### config.mk
export PLATFORM = sky130hd
export DESIGN_NAME = sc_delay_scheduler_flat
export DESIGN_NICKNAME = d
export VERILOG_FILES = /design/src/rtl/sc_sched_pkg.sv /design/src/rtl/sc_delay_scheduler_if.sv /design/src/rtl/sc_tag_pipe.sv /design/src/rtl/sc_delay_scheduler.sv /design/src/flat_wrapper.sv
export SDC_FILE = /design/constraint.sdc
export NUM_CORES = 1
export LEC_CHECK = 0
export CORE_AREA = 2 2 68 70
export DETAILED_ROUTE_END_ITERATION = 10
export DIE_AREA = 0 0 70 72
export GPL_ROUTABILITY_DRIVEN = 0
export PLACE_DENSITY = 0.82
export SLEW_MARGIN = 40
export SYNTH_ARGS = -nofsm -noshare
export SYNTH_HDL_FRONTEND = slang
export SYNTH_SLANG_ARGS = --single-unit
### constraint.sdc
create_clock -name clk -period 4.6 [get_ports clk]
set_clock_uncertainty 0.15 [all_clocks]
set_input_delay 0.46 -clock clk [delete_from_list [all_inputs] [get_ports clk]]
set_output_delay 0.46 -clock clk [all_outputs]
set_load 0.05 [all_outputs]
### src/rtl/sc_sched_pkg.sv
// Shared definitions for the stochastic-stream delay-line scheduler.
//   state_e     : scheduler FSM encoding
//   TAG_CTRL_W  : control bits in a tag; tag layout MSB->LSB is {valid, last, id}
//   clog2       : elaboration-time ceil(log2) helper
package sc_sched_pkg;

  typedef enum logic {
    ST_IDLE = 1'b0,
    ST_RUN  = 1'b1
  } state_e;

  localparam int unsigned TAG_CTRL_W = 2;

  function automatic int unsigned clog2(input int unsigned v);
    int unsigned r;
    r = 0;
    while ((64'(1) << r) < 64'(v)) r++;
    return r;
  endfunction

endpackage

### src/rtl/sc_delay_scheduler_if.sv
// Requester / delay-line / output bundle of the delay-line scheduler.
//   slave  : scheduler side (takes req/req_len/req_bit/sr_data_out, drives the rest)
//   master : environment side (requesters, delay line and output consumer)
interface sc_delay_scheduler_if #(
  parameter int unsigned NREQ  = 4,
  parameter int unsigned LEN_W = 10,
  parameter int unsigned ID_W  = sc_sched_pkg::clog2(NREQ)
);

  logic [NREQ-1:0]       req;
  logic [NREQ*LEN_W-1:0] req_len;
  logic [NREQ-1:0]       req_bit;
  logic [NREQ-1:0]       grant;
  logic [NREQ-1:0]       bit_taken;
  logic                  sr_data_in;
  logic                  sr_data_out;
  logic                  out_bit;
  logic                  out_valid;
  logic [ID_W-1:0]       out_id;
  logic [NREQ-1:0]       done;

  modport slave (
    input  req, req_len, req_bit, sr_data_out,
    output grant, bit_taken, sr_data_in, out_bit, out_valid, out_id, done
  );

  modport master (
    output req, req_len, req_bit, sr_data_out,
    input  grant, bit_taken, sr_data_in, out_bit, out_valid, out_id, done
  );

endinterface

### src/rtl/sc_tag_pipe.sv
// Register chain carrying per-bit tags alongside the external delay line.
//   clk, rst : clock, async active-low reset (all stages clear to 0)
//   d        : tag entering the chain this cycle
//   q        : tag leaving the chain (entered DEPTH cycles ago)
module sc_tag_pipe #(
  parameter int unsigned WIDTH = 4,
  parameter int unsigned DEPTH = 4
) (
  input  logic             clk,
  input  logic             rst,
  input  logic [WIDTH-1:0] d,
  output logic [WIDTH-1:0] q
);

  logic [WIDTH-1:0] stage_q [DEPTH];
  logic [WIDTH-1:0] stage_d [DEPTH];

  // Shift by one stage every cycle
  always_comb begin
    stage_d[0] = d;
    for (int unsigned i = 1; i < DEPTH; i++) stage_d[i] = stage_q[i-1];
  end

  always_ff @(posedge clk or negedge rst) begin
    if (!rst) begin
      for (int unsigned i = 0; i < DEPTH; i++) stage_q[i] <= '0;
    end else begin
      for (int unsigned i = 0; i < DEPTH; i++) stage_q[i] <= stage_d[i];
    end
  end

  assign q = stage_q[DEPTH-1];

endmodule

### src/rtl/sc_delay_scheduler.sv
// Shares one external 1-bit delay line among NREQ stochastic bitstream sources.
// A round-robin winner owns the line for a whole stream; its bits are tagged
// {valid,last,id} and the tags travel in a matching pipe so the delayed bits
// come out with valid, id and a per-requester done pulse.
//   clk, rst      : clock, async active-low reset
//   bus.req/req_len/req_bit       : requester handshake, length and data
//   bus.grant/bit_taken           : current owner / bit consumed this cycle
//   bus.sr_data_in/sr_data_out    : to / from the delay line
//   bus.out_bit/out_valid/out_id/done : delayed output stream
module sc_delay_scheduler
  import sc_sched_pkg::*;
#(
  parameter int unsigned NREQ  = 4,
  parameter int unsigned DEPTH = 4,
  parameter int unsigned LEN_W = 10
) (
  input logic                 clk,
  input logic                 rst,
  sc_delay_scheduler_if.slave bus
);

  localparam int unsigned ID_W  = clog2(NREQ);
  localparam int unsigned CNT_W = LEN_W + 1;
  localparam int unsigned TAG_W = ID_W + TAG_CTRL_W;

  state_e          state_q, state_d;
  logic [NREQ-1:0] grant_q, grant_d;
  logic [ID_W-1:0] gid_q, gid_d;
  logic [ID_W-1:0] rr_q, rr_d;
  logic [CNT_W-1:0] cnt_q, cnt_d;

  logic             win_found;
  logic [ID_W-1:0]  win_id;
  logic [ID_W-1:0]  idx;
  logic [LEN_W-1:0] len_sel;
  logic             last;
  logic             sr_in;
  logic [TAG_W-1:0] tag_in, tag_out;
  logic             out_valid, out_last;
  logic [ID_W-1:0]  out_id;
  logic [NREQ-1:0]  done_c;

  // Round-robin search: first asserted req at or after rr_q, wrapping
  always_comb begin
    win_found = 1'b0;
    win_id    = '0;
    idx       = '0;
    for (int unsigned k = 0; k < NREQ; k++) begin
      idx = ID_W'((32'(rr_q) + k) % NREQ);
      if (!win_found && bus.req[idx]) begin
        win_found = 1'b1;
        win_id    = idx;
      end
    end
  end

  assign len_sel = bus.req_len[32'(win_id)*LEN_W +: LEN_W];

  // Next state: arbitrate in IDLE, stream bits in RUN
  always_comb begin
    state_d = state_q;
    grant_d = grant_q;
    gid_d   = gid_q;
    rr_d    = rr_q;
    cnt_d   = cnt_q;
    sr_in   = 1'b0;
    last    = 1'b0;
    tag_in  = '0;
    case (state_q)
      ST_IDLE: begin
        if (win_found) begin
          grant_d = NREQ'(1) << win_id;
          gid_d   = win_id;
          // A zero length field stands for the full 2^LEN_W stream
          cnt_d   = (len_sel == '0) ? (CNT_W'(1) << LEN_W) : CNT_W'(len_sel);
          state_d = ST_RUN;
        end
      end
      ST_RUN: begin
        sr_in  = bus.req_bit[gid_q];
        // Dropping req ends the stream; the current bit still counts
        last   = (cnt_q == CNT_W'(1)) || !bus.req[gid_q];
        tag_in = {1'b1, last, gid_q};
        cnt_d  = cnt_q - CNT_W'(1);
        if (last) begin
          grant_d = '0;
          rr_d    = ID_W'((32'(gid_q) + 1) % NREQ);
          state_d = ST_IDLE;
        end
      end
      default: state_d = ST_IDLE;
    endcase
  end

  always_ff @(posedge clk or negedge rst) begin
    if (!rst) begin
      state_q <= ST_IDLE;
      grant_q <= '0;
      gid_q   <= '0;
      rr_q    <= '0;
      cnt_q   <= '0;
    end else begin
      state_q <= state_d;
      grant_q <= grant_d;
      gid_q   <= gid_d;
      rr_q    <= rr_d;
      cnt_q   <= cnt_d;
    end
  end

  sc_tag_pipe #(
    .WIDTH(TAG_W),
    .DEPTH(DEPTH)
  ) u_tag_pipe (
    .clk(clk),
    .rst(rst),
    .d  (tag_in),
    .q  (tag_out)
  );

  assign out_valid = tag_out[TAG_W-1];
  assign out_last  = tag_out[TAG_W-2];
  assign out_id    = tag_out[ID_W-1:0];

  // Done pulse for the owner of the final bit at the output
  always_comb begin
    done_c = '0;
    for (int unsigned i = 0; i < NREQ; i++) begin
      done_c[i] = out_valid & out_last & (32'(out_id) == i);
    end
  end

  assign bus.grant      = grant_q;
  assign bus.bit_taken  = grant_q & {NREQ{state_q == ST_RUN}};
  assign bus.sr_data_in = sr_in;
  assign bus.out_bit    = bus.sr_data_out;
  assign bus.out_valid  = out_valid;
  assign bus.out_id     = out_id;
  assign bus.done       = done_c;

endmodule
### src/flat_wrapper.sv
// flat-port wrapper written by rule: the top's interface ports become plain ports
module sc_delay_scheduler_flat import sc_sched_pkg::*;
#(
  parameter int unsigned NREQ  = 4,
  parameter int unsigned DEPTH = 4,
  parameter int unsigned LEN_W = 10
)
  (clk, rst, bus_req, bus_req_len, bus_req_bit, bus_sr_data_out, bus_grant, bus_bit_taken, bus_sr_data_in, bus_out_bit, bus_out_valid, bus_out_id, bus_done);
  sc_delay_scheduler_if #(.NREQ(NREQ), .LEN_W(LEN_W)) bus_i ();
  input logic clk;
  input logic rst;
  input wire logic [$bits(bus_i.req)-1:0] bus_req;
  input wire logic [$bits(bus_i.req_len)-1:0] bus_req_len;
  input wire logic [$bits(bus_i.req_bit)-1:0] bus_req_bit;
  input wire logic [$bits(bus_i.sr_data_out)-1:0] bus_sr_data_out;
  output wire logic [$bits(bus_i.grant)-1:0] bus_grant;
  output wire logic [$bits(bus_i.bit_taken)-1:0] bus_bit_taken;
  output wire logic [$bits(bus_i.sr_data_in)-1:0] bus_sr_data_in;
  output wire logic [$bits(bus_i.out_bit)-1:0] bus_out_bit;
  output wire logic [$bits(bus_i.out_valid)-1:0] bus_out_valid;
  output wire logic [$bits(bus_i.out_id)-1:0] bus_out_id;
  output wire logic [$bits(bus_i.done)-1:0] bus_done;
  assign bus_i.req = bus_req;
  assign bus_i.req_len = bus_req_len;
  assign bus_i.req_bit = bus_req_bit;
  assign bus_i.sr_data_out = bus_sr_data_out;
  assign bus_grant = bus_i.grant;
  assign bus_bit_taken = bus_i.bit_taken;
  assign bus_sr_data_in = bus_i.sr_data_in;
  assign bus_out_bit = bus_i.out_bit;
  assign bus_out_valid = bus_i.out_valid;
  assign bus_out_id = bus_i.out_id;
  assign bus_done = bus_i.done;
  sc_delay_scheduler #(.NREQ(NREQ), .DEPTH(DEPTH), .LEN_W(LEN_W)) u_core (.clk(clk), .rst(rst), .bus(bus_i));
endmodule
# Word-level counts from Yosys, hierarchy flattened
# Cells that the tools add are included.
# totals
wordCells	79
ff_bits	36
# op_classes
n_shift	2
add_sub_neg	5
eq_ne	6
reduce_logical	13
mux	31
n_lt_le_gt_ge	5
bitwise	7
mul	1
# op_table
cell	n
variable part select 40 x 7 -> 10 bit	1
two-way mux 11 bit	2
case mux 11 bit (2 select lines)	1
< comparator 2 x 3 -> 1 bit, second input constant	5
two-way mux 1 bit	13
binary-select mux 1 bit (select 2 bit)	6
two-way mux 4 bit	3
== test 11 x 1 -> 1 bit, second input constant	1
subtractor 11 x 1 -> 11 bit, second input constant	1
logical NOT 10 bit	1
two-way mux 2 bit	4
case mux 4 bit (2 select lines)	1
AND reduction 2 bit	3
bitwise AND 1 bit	5
multiplier 2 x 3 -> 5 bit, second input constant	1
adder 2 x 1 -> 2 bit, second input constant	2
adder 2 bit, second input constant	2
bitwise AND 4 bit	1
== test 2 bit, second input constant	2
logical NOT 1 bit	4
left shift 1 x 2 -> 4 bit, first input constant	1
logical AND 1 bit	3
== test 2 x 1 -> 1 bit, second input constant	1
logical NOT 2 bit	1
5 further kinds	5

# Depth between registers and ports, before layout
# Gate-level depths: netlist of the first run.
# depth
depth_word	18
mapped_depth	9
ltp_nobuf	8

# Cells and area by module
# Synthesis of the first run repeated with hierarchy kept, for this count alone.
# unflattened
hier_cells	191
hier_area_um2	1986.9
# modules_own_cells
module	n_inst	cells_each	area_per_inst_um2	seq_area_each_um2
sc_delay_scheduler	1	175	1586.5	500.5
sc_tag_pipe	1	16	400.4	400.4

# Worst setup path before layout of the first run
# No wires, ideal clock.
# synth_timing
path_kind	flip-flop to output port
start	register u_core.u_tag_pipe.stage_q (netlist bit u_core.u_tag_pipe.q[3])
end	output port bus_done[0]
path_stages_with_launch	3
arrival_ns	1.811
required_time_ns	3.990
setup_slack_ns	2.179
path_cell_list	dfrtp_1 > nand2_1 > nor3_1
# synth_via
elab_chain_len	2
# synth_lines
element	line	rtl
start: declaration	sc_tag_pipe.sv:15	logic [WIDTH-1:0] stage_q [DEPTH];
bitwise AND 1 bit (2 in a row)	sc_delay_scheduler.sv:129	done_c[i] = out_valid & out_last & (32'(out_id) == i);
end: declaration	flat_wrapper.sv:22	output wire logic [$bits(bus_i.done)-1:0] bus_done;
# Every way passes these cells.

# Worst setup path after layout of the first run
# layout_timing
start	input port bus_req_bit[3]
end	output port bus_sr_data_in
# layout_via
elab_chain_len	3
# layout_lines
element	line	rtl
start: declaration	flat_wrapper.sv:14	input wire logic [$bits(bus_i.req_bit)-1:0] bus_req_bit;
binary-select mux 1 bit (select 2 bit)	sc_delay_scheduler.sv:80	sr_in = bus.req_bit[gid_q];
two-way mux 1 bit (not written as such)	sc_delay_scheduler.sv:80	
two-way mux 1 bit	sc_delay_scheduler.sv:69	case (state_q)
end: declaration	flat_wrapper.sv:18	output wire logic [$bits(bus_i.sr_data_in)-1:0] bus_sr_data_in;
# Every way passes these cells. The select of a mux whose other input is x is not followed.

==> results of run 1 <==
-- kinds of logic (layout without fill, tap and decap cells) --
| family | Yosys count | after routing | synth area share |
|---|---|---|---|
| simple gates | 76 | 76 | 0.179 |
| compound gates | 43 | 43 | 0.154 |
| flops | 36 | 36 | 0.444 |
| mux | 23 | 23 | 0.134 |
| buf+inv | 18 | 81 | 0.0462 |
| xor+xnor | 7 | 7 | 0.0302 |
| fa+ha+maj | 2 | 2 | 0.0123 |
-- routing by layer --
metal / vias up / routed length (um) / global-route usage
li1: 855 / - / -
met1: 866 / 1950 / 0.237
met3: 3 / 245 / 0.0528
met5: - / 0 / 0
met2: 42 / 2560 / 0.334
met4: 0 / 27 / 0.0491
-- sequential cells by signal, summed over array words and instances, names as in the netlist --
signal                     flops
u_core.gid_q                   2
u_core.u_tag_pipe.stage_d     12
u_core.u_tag_pipe.q            4
u_core.state_q                 1
u_core.rr_q                    2
u_core.cnt_q                  11
u_core.bus.grant               4
-- final timing paths --
kind	startpoint	to	cells after the start
worst max-delay path	bus_req_bit[3]	bus_sr_data_in	4
worst min-delay path	u_core.u_tag_pipe.stage_d[9]	u_core.u_tag_pipe.stage_d[5]	0
worst max register to register	u_core.rr_q[0]	u_core.cnt_q[10]	8
worst min register to register	u_core.u_tag_pipe.stage_d[9]	u_core.u_tag_pipe.stage_d[5]	0
max in group asynchronous	rst	u_core.state_q	2
min in group asynchronous	rst	u_core.cnt_q[0]	2
-- worst register-to-register path, stage by stage (launching register included) --
cell and delay (ns):
dfrtp_1 0.41, nand2b_1 0.17, and2b_1 0.20, o32a_4 0.35
mux2i_1 0.19, mux2_1 0.17, nand4_1 0.12, or3_1 0.41
o221ai_2 0.19
-- through the flow --
step | hold WS (ns) | area, um^2 | total power, W
after floorplan | 0.0144 | 2030 | 0.00122
after global placement | 0.183 | 2700 | 0.00144
after detailed placement | 0.185 | 2700 | 0.00147
after CTS | 0.200 | 2830 | 0.00178
after global routing | 0.208 | 2830 | 0.00188
final | 0.198 | 2830 | 0.00177
-- placed cells by master (no fill, tap or decap), types with 6 or more instances in the layout --
master / synthesis / final
nor3_1: 6 / 6
mux2i_1: 14 / 14
nor2_1: 14 / 14
and2_1: 7 / 7
clkdlybuf4s50_1: 0 / 65
nand2_1: 28 / 28
a211oi_1: 7 / 7
a21oi_1: 13 / 13
dfrtp_1: 36 / 35
clkbuf_8: 0 / 7
-- power by group --
| part | switching [W] | internal [W] |
|---|---|---|
| clock network | 0.000108 | 0.000191 |
| logic | 0.000478 | 0.000363 |
| registers | 0.000161 | 0.000468 |
| total | 0.000747 | 0.00102 |
-- area by class of cell --
type	instances	area [um^2]	area share
inverters	5	18.8	0.00662
multi-input cells	151	1050	0.370
clock buffers	7	96.3	0.0340
clock inverters	1	30.0	0.0106
flip-flops and latches	36	902	0.318
repair buffers	68	673	0.238
well taps	52	65.1	0.0230
==> impl_metrics.ini, run 1 <==
[run_status]
status = complete, no violations

[synthesis]
synth_cells = 205
synthesis.area_mm2 = 0.00203
ys.warnings.count = 0
synthTopCellsByArea = dfrtp_1 (44%), mux2i_1 (6.9%), nand2_1 (5.2%), a21oi_1 (3.2%), a211oi_1 (2.6%)
synth_ff_type = dfrtp_1
ys_types = 45
avgSynthCellArea_um2 = 9.90
syn-num-nets = 258
yosysMostFrequentCell = dfrtp_1
synthArstFlopShare = 1.00
synth_edf_count = 0
seq_area_frac_synth = 0.444
synth_area_leader_cell = dfrtp_1
yosys.area.top_type_share = 0.444
synth_common_cells = dfrtp_1 (36), nand2_1 (28), mux2i_1 (14), nor2_1 (14), a21oi_1 (13)
ys_ff_latch = 36

[detailed_routing]
wl_per_cell_um = 14.9
drt_first_pass_iters = 5
route.detailed.drc = 0
first_iter_violations = 81
ant_nets = 0
avgViaCountPerCell = 5.52
vias = 1766
wl_um = 4780

[clock_tree]
postCtsResizedCells = 0
numCtsBuffers = 5
cts.path.max_buffers = 2
htreeDepth = 2
clk_pin_slew_ns = 0.07
cts_tree = yes
clock_tree.root_cell = clkbuf_8
cts_setup_buffers = 0
cts.sinks = 36
holdBufCountCts = 0
clock_latency_ns = 0.29

[timing]
finalCritPeriodShare = 0.602
tightest_slew_ns = 0.721
fin_ws_ns = 1.83
rsz0062_at_grt = false
slew_violations = 0
slew_headroom = 0.519
final.min_clock_period_ns = 2.77
setup_viol = 0
hold_viol = 0
setup_tns_ns = 0
fmax_mhz = 361

[floorplan]
die_w_um = 70
core-area_mm2 = 0.00426
ios = 68
die_h_um = 72
initial_utilization = 0.476
num_rows = 24
dieArea_mm2 = 0.00504

[power]
power_density_mw_per_mm2 = 624
peakVddDrop_v = 0.000436
leakagePower_nw = 1.18

[worst_hold_path]
hp-class = reg2reg

[global_routing]
grt_pass1_wl_um = 7600
grtUsageTotal = 0.192
antenna_found_initial = 0
grt_max_degree = 37
grt_pass1_vias = 1662
grt_overflow = 0

[worst_setup_path]
crit_path_frequent_cell = clkdlybuf4s50_1
critPathTopFamily = buffers and inverters
crit_chain = clkdlybuf4s50_1 -> mux4_2 -> and2_1 -> clkdlybuf4s50_1
required_ns = 3.99
critPathMaxStageDelay_ns = 0.69
worst-path-max-fanout = 1
path_class = in2out
crit_buf_inv = 2
rrSetupSlack_ns = 2.15
critPathArrivalTime_ns = 2.16
end_kind = output pin
start_kind = input port
slowest_stage = clkdlybuf4s50_1

[layout]
num_antenna_cells = 0
fill_cells = 358
drive_above_1_share = 0.0970
nNetsFinal = 320
finish.utilization = 0.665
stdcell_count = 320
syn_to_final_growth_pct = 39.6

[place]
hpwl_um = 3620
place_ws_ns = 1.57
port_buffers = 65
placed_cells = 312

[run]
drv_cap = 0
Note: power is estimated with default switching activity, not from simulation.
==> run 2, diff against run 1 <==
Settings changed: CORE_AREA 2 2 68 70 to 2 2 70 72, DIE_AREA 0 0 70 72 to 0 0 72 74, PLACE_DENSITY 0.82 to 0.78.
Clock period 4.6 ns to 2.63 ns, I/O delays scaled along.
==> impl_metrics.ini, run 2 (synthesized netlist as in run 1, its figures left out) <==
[global_routing]
antenna_found_initial = 0
grt_use_met3 = 0.0447
grt_util_met1 = 0.225
grt_pass1_wl_um = 7690
grt_max_degree = 37
grtUsageTotal = 0.186
busiest_layer = met2
grt_pass1_vias = 1729
grt_overflow = 0
grtUsageMet2 = 0.331

[clock_tree]
cts_setup_buffers = 0
postCtsResizedCells = 0
clk_pin_slew_ns = 0.07
htreeDepth = 2
holdBufCountCts = 0
clock_latency_ns = 0.29
clock_tree.root_cell = clkbuf_8
cts.path.max_buffers = 2
numCtsBuffers = 5
cts.sinks = 36
cts_tree = yes

[floorplan]
die_w_um = 72
dieArea_mm2 = 0.00533
num_rows = 25
die_h_um = 74
core-area_mm2 = 0.00460
ios = 68
initial_utilization = 0.441

[detailed_routing]
wl_per_cell_um = 14.6
vias = 1831
ant_nets = 0
drt_first_pass_iters = 4
wl_um = 4880
first_iter_violations = 129
route.detailed.drc = 0
avgViaCountPerCell = 5.48

[timing]
fmax_mhz = 416
finalCritPeriodShare = 0.914
final.min_clock_period_ns = 2.40
rsz0062_at_grt = false
setup_viol = 0
setup_tns_ns = 0
slew_headroom = 0.656
slew_violations = 0
fin_ws_ns = 0.227
hold_viol = 0
tightest_slew_ns = 0.511

[worst_setup_path]
critPathMaxStageDelay_ns = 0.54
required_ns = 2.69
crit_chain = clkdlybuf4s50_1 -> nand2b_1 -> and2b_1 -> o32a_4 -> mux2i_1 -> mux2_1 -> nand4_1 -> or3_1 -> o221ai_2
critPathArrivalTime_ns = 2.46
slowest_stage = clkdlybuf4s50_1
path_class = in2reg
critPathTopFamily = simple AND/OR/NAND/NOR gates
crit_buf_inv = 1
worst-path-max-fanout = 16
rrSetupSlack_ns = 0.27
start_kind = input port
end_kind = flop

[layout]
postLayoutCellArea_mm2 = 0.00290
drive_above_1_share = 0.143
nNetsFinal = 332
num_antenna_cells = 0
final_common_cell = clkdlybuf4s50_1
syn_to_final_growth_pct = 42.8
stdcell_count = 334
fill_cells = 416
largest_reg_flops = 12
mostFrequentLayoutCells = clkdlybuf4s50_1 (61), dfrtp_1 (36), nand2_1 (28)

[place]
hpwl_um = 3800
port_buffers = 65
placed_area_mm2 = 0.00281
placed_cells = 326
place_ws_ns = -0.0826

[power]
power_density_mw_per_mm2 = 1060
total_power_w = 0.00306
peakVddDrop_v = 0.000735
leakagePower_nw = 1.24

[run]
drv_cap = 0

[run_status]
status = complete, no violations

[worst_hold_path]
hp-class = reg2reg
run 2: cell types whose count changed in the layout (fill, tap and decap cells not counted), sizes merged:
cell / previous run / this run
buf: 3 / 19
clkinv: 0 / 2
bufinv: 1 / 0
clkbuf: 7 / 6
clkdlybuf4s50: 65 / 61
run 2: final timing paths:
path                                         startpoint                           end  cells past startpoint
setup / recovery                             bus_req[0]              u_core.cnt_q[10]                      9
hold / removal             u_core.u_tag_pipe.stage_d[4]  u_core.u_tag_pipe.stage_d[0]                      0
setup reg to reg                         u_core.rr_q[0]              u_core.cnt_q[10]                      8
hold reg to reg            u_core.u_tag_pipe.stage_d[4]  u_core.u_tag_pipe.stage_d[0]                      0
max in group asynchronous                           rst               u_core.gid_q[0]                      2
min in group asynchronous                           rst  u_core.u_tag_pipe.stage_d[3]                      2
run 2: final cells by class:
class | instances | area [um^2] | area share
Clock buffer | 6 | 82.6 | 0.0285
Clock inverter | 2 | 10.0 | 0.00345
Inverter | 5 | 18.8 | 0.00647
Multi-Input combinational cell | 151 | 1040 | 0.359
Sequential cell | 36 | 901 | 0.311
Tap cell | 54 | 67.6 | 0.0233
Timing Repair Buffer | 80 | 778 | 0.268
run 2: metal layers:
layer | vias up | wire (um)
li1 | 881 | -
met1 | 910 | 2010
met2 | 34 | 2660
met3 | 6 | 169
met4 | 0 | 45
met5 | - | 0
run 2: report_power, final:
group	switching [W]	internal (W)
logic	0.000921	0.000711
clock network	0.000191	0.000209
registers	0.000213	0.000817
run 2: metrics by stage:
stage,hold WS (ns),utilization
2_1_floorplan,-0.183,-
3_3_place_gp,0.182,0.610
3_5_place_dp,0.185,0.610
4_1_cts,0.199,0.630
5_1_grt,0.205,0.630
6_report,0.199,0.630
==> run 3, diff against run 2 <==
Settings changed: ABC_CLOCK_PERIOD_IN_PS set to 2630, CORE_AREA 2 2 70 72 to 3 3 70 72, CTS_BUF_LIST set to sky130_fd_sc_hd__clkbuf_8, DIE_AREA 0 0 72 74 to 0 0 73 75, PLACE_DENSITY 0.78 to 0.8.
==> impl_metrics.ini, run 3 (synthesized netlist as in run 1, its figures left out) <==
[run_status]
status = complete, no violations

[power]
switching_power_w = 0.00133
share_comb_of_total_power = 0.512
intPower_w = 0.00181
peakVddDrop_v = 0.000732
seq_power_share = 0.336
leakagePower_nw = 1.23
pwr-share-clk = 0.152
swShare = 0.424
power_density_mw_per_mm2 = 1080

[global_routing]
antenna_found_initial = 0
grt_max_degree = 37
grt_pass1_wl_um = 8030
grtUsageTotal = 0.190
grt_pass1_vias = 1832
grt_overflow = 0

[floorplan]
dieArea_mm2 = 0.00548
num_rows = 24
initial_utilization = 0.466
core-area_mm2 = 0.00435
die_h_um = 75
die_w_um = 73
ios = 68

[layout]
mostFrequentLayoutCells = clkdlybuf4s50_1 (64), dfrtp_1 (36), nand2_1 (28)
postLayoutCellArea_mm2 = 0.00292
drive_above_1_share = 0.135
final_common_cell = clkdlybuf4s50_1
multi_input_area_mm2 = 0.00104
largest_reg_flops = 12
seq_area_um2 = 901
fill_cells = 360
syn_to_final_growth_pct = 43.8
nNetsFinal = 333
num_antenna_cells = 0
stdcell_count = 333

[worst_setup_path]
start_kind = input port
slowest_stage = clkdlybuf4s50_1
critPathMaxStageDelay_ns = 0.55
end_kind = flop
critPathTopFamily = simple AND/OR/NAND/NOR gates
worst-path-max-fanout = 16
crit_buf_inv = 1
critPathArrivalTime_ns = 2.44
path_class = in2reg
required_ns = 2.69
crit_chain = clkdlybuf4s50_1 -> nand2b_1 -> and2b_1 -> o32a_4 -> mux2i_1 -> mux2_1 -> nand4_1 -> or3_1 -> o221ai_2

[clock_tree]
htreeDepth = 2
clk_pin_slew_ns = 0.08
numCtsBuffers = 5
clock_latency_ns = 0.29
clock_tree.root_cell = clkbuf_8
holdBufCountCts = 0
cts.sinks = 36
cts_tree = yes
postCtsResizedCells = 0
cts_setup_buffers = 0
cts.path.max_buffers = 2

[detailed_routing]
ant_nets = 0
wl_per_cell_um = 15.1
route.detailed.drc = 0
first_iter_violations = 70
vias = 1812
drt_first_pass_iters = 4
avgViaCountPerCell = 5.44
wl_um = 5010

[place]
placed_area_mm2 = 0.00281
placed_cells = 325
place_ws_ns = -0.0335
port_buffers = 65
hpwl_um = 3900

[timing]
fmax_mhz = 420
rsz0062_at_grt = false
tightest_slew_ns = 0.512
setup_viol = 0
slew_violations = 0
hold_slack_ns = 0.199
final.min_clock_period_ns = 2.38
fin_ws_ns = 0.248
setup_tns_ns = 0
finalCritPeriodShare = 0.906
slew_headroom = 0.655
hold_viol = 0

[run]
drv_cap = 0

[worst_hold_path]
hp-class = reg2reg
-- run 3: cell count changes in the layout (fill, tap and decap cells not counted) --
cell | previous run | this run
buf_12 | 2 | 1
buf_4 | 17 | 16
bufinv_16 | 0 | 1
clkbuf_8 | 6 | 5
clkdlybuf4s50_1 | 61 | 64
clkinv_2 | 2 | 1
clkinvlp_4 | 0 | 1
-- run 3: final timing paths --
check                                              from                      to  slack [ns]  cells past startpoint
setup / recovery                             bus_req[0]        u_core.cnt_q[10]        0.25                      9
max in group asynchronous                           rst     u_core.bus.grant[1]        1.78                      2
hold reg to reg            u_core.u_tag_pipe.stage_d[0]  u_core.u_tag_pipe.q[0]        0.20                      0
hold / removal             u_core.u_tag_pipe.stage_d[0]  u_core.u_tag_pipe.q[0]        0.20                      0
min in group asynchronous                           rst         u_core.cnt_q[2]        0.23                      2
setup reg to reg                         u_core.rr_q[0]        u_core.cnt_q[10]        0.29                      8
-- run 3: layout make-up --
| cell class | count | area share |
|---|---|---|
| clock buffers | 5 | 0.0236 |
| clock inverters | 3 | 0.0146 |
| inverters | 5 | 0.00643 |
| multi-input cells | 151 | 0.357 |
| flip-flops and latches | 36 | 0.309 |
| well taps | 52 | 0.0223 |
| repair buffers | 81 | 0.268 |
-- run 3: power by group through the flow --
stage	clock, W	sequential [W]	combinational (W)
final	0.000477	0.00105	0.00161
after global placement	0	0.00104	0.00157
after detailed placement	0	0.00106	0.00162
after global routing	0.000521	0.00109	0.00175
after CTS	0.000491	0.00106	0.00162
after floorplan	0	0.00110	0.00104
-- run 3: per-layer routing --
| metal | wire length, um | part of all wire | vias up | GRT usage |
|---|---|---|---|---|
| met5 | 0 | 0 | - | 0 |
| met4 | 79 | 0.016 | 0 | 0.0697 |
| met3 | 235 | 0.047 | 11 | 0.0507 |
| met2 | 2630 | 0.52 | 58 | 0.327 |
| met1 | 2070 | 0.41 | 857 | 0.230 |
| li1 | - | - | 886 | - |
-- run 3: stage by stage --
stage | total power (W) | util
CTS | 0.00317 | 0.670
floorplan | 0.00214 | -
finish | 0.00314 | 0.670
global placement | 0.00262 | 0.645
detailed placement | 0.00268 | 0.645
global route | 0.00336 | 0.670
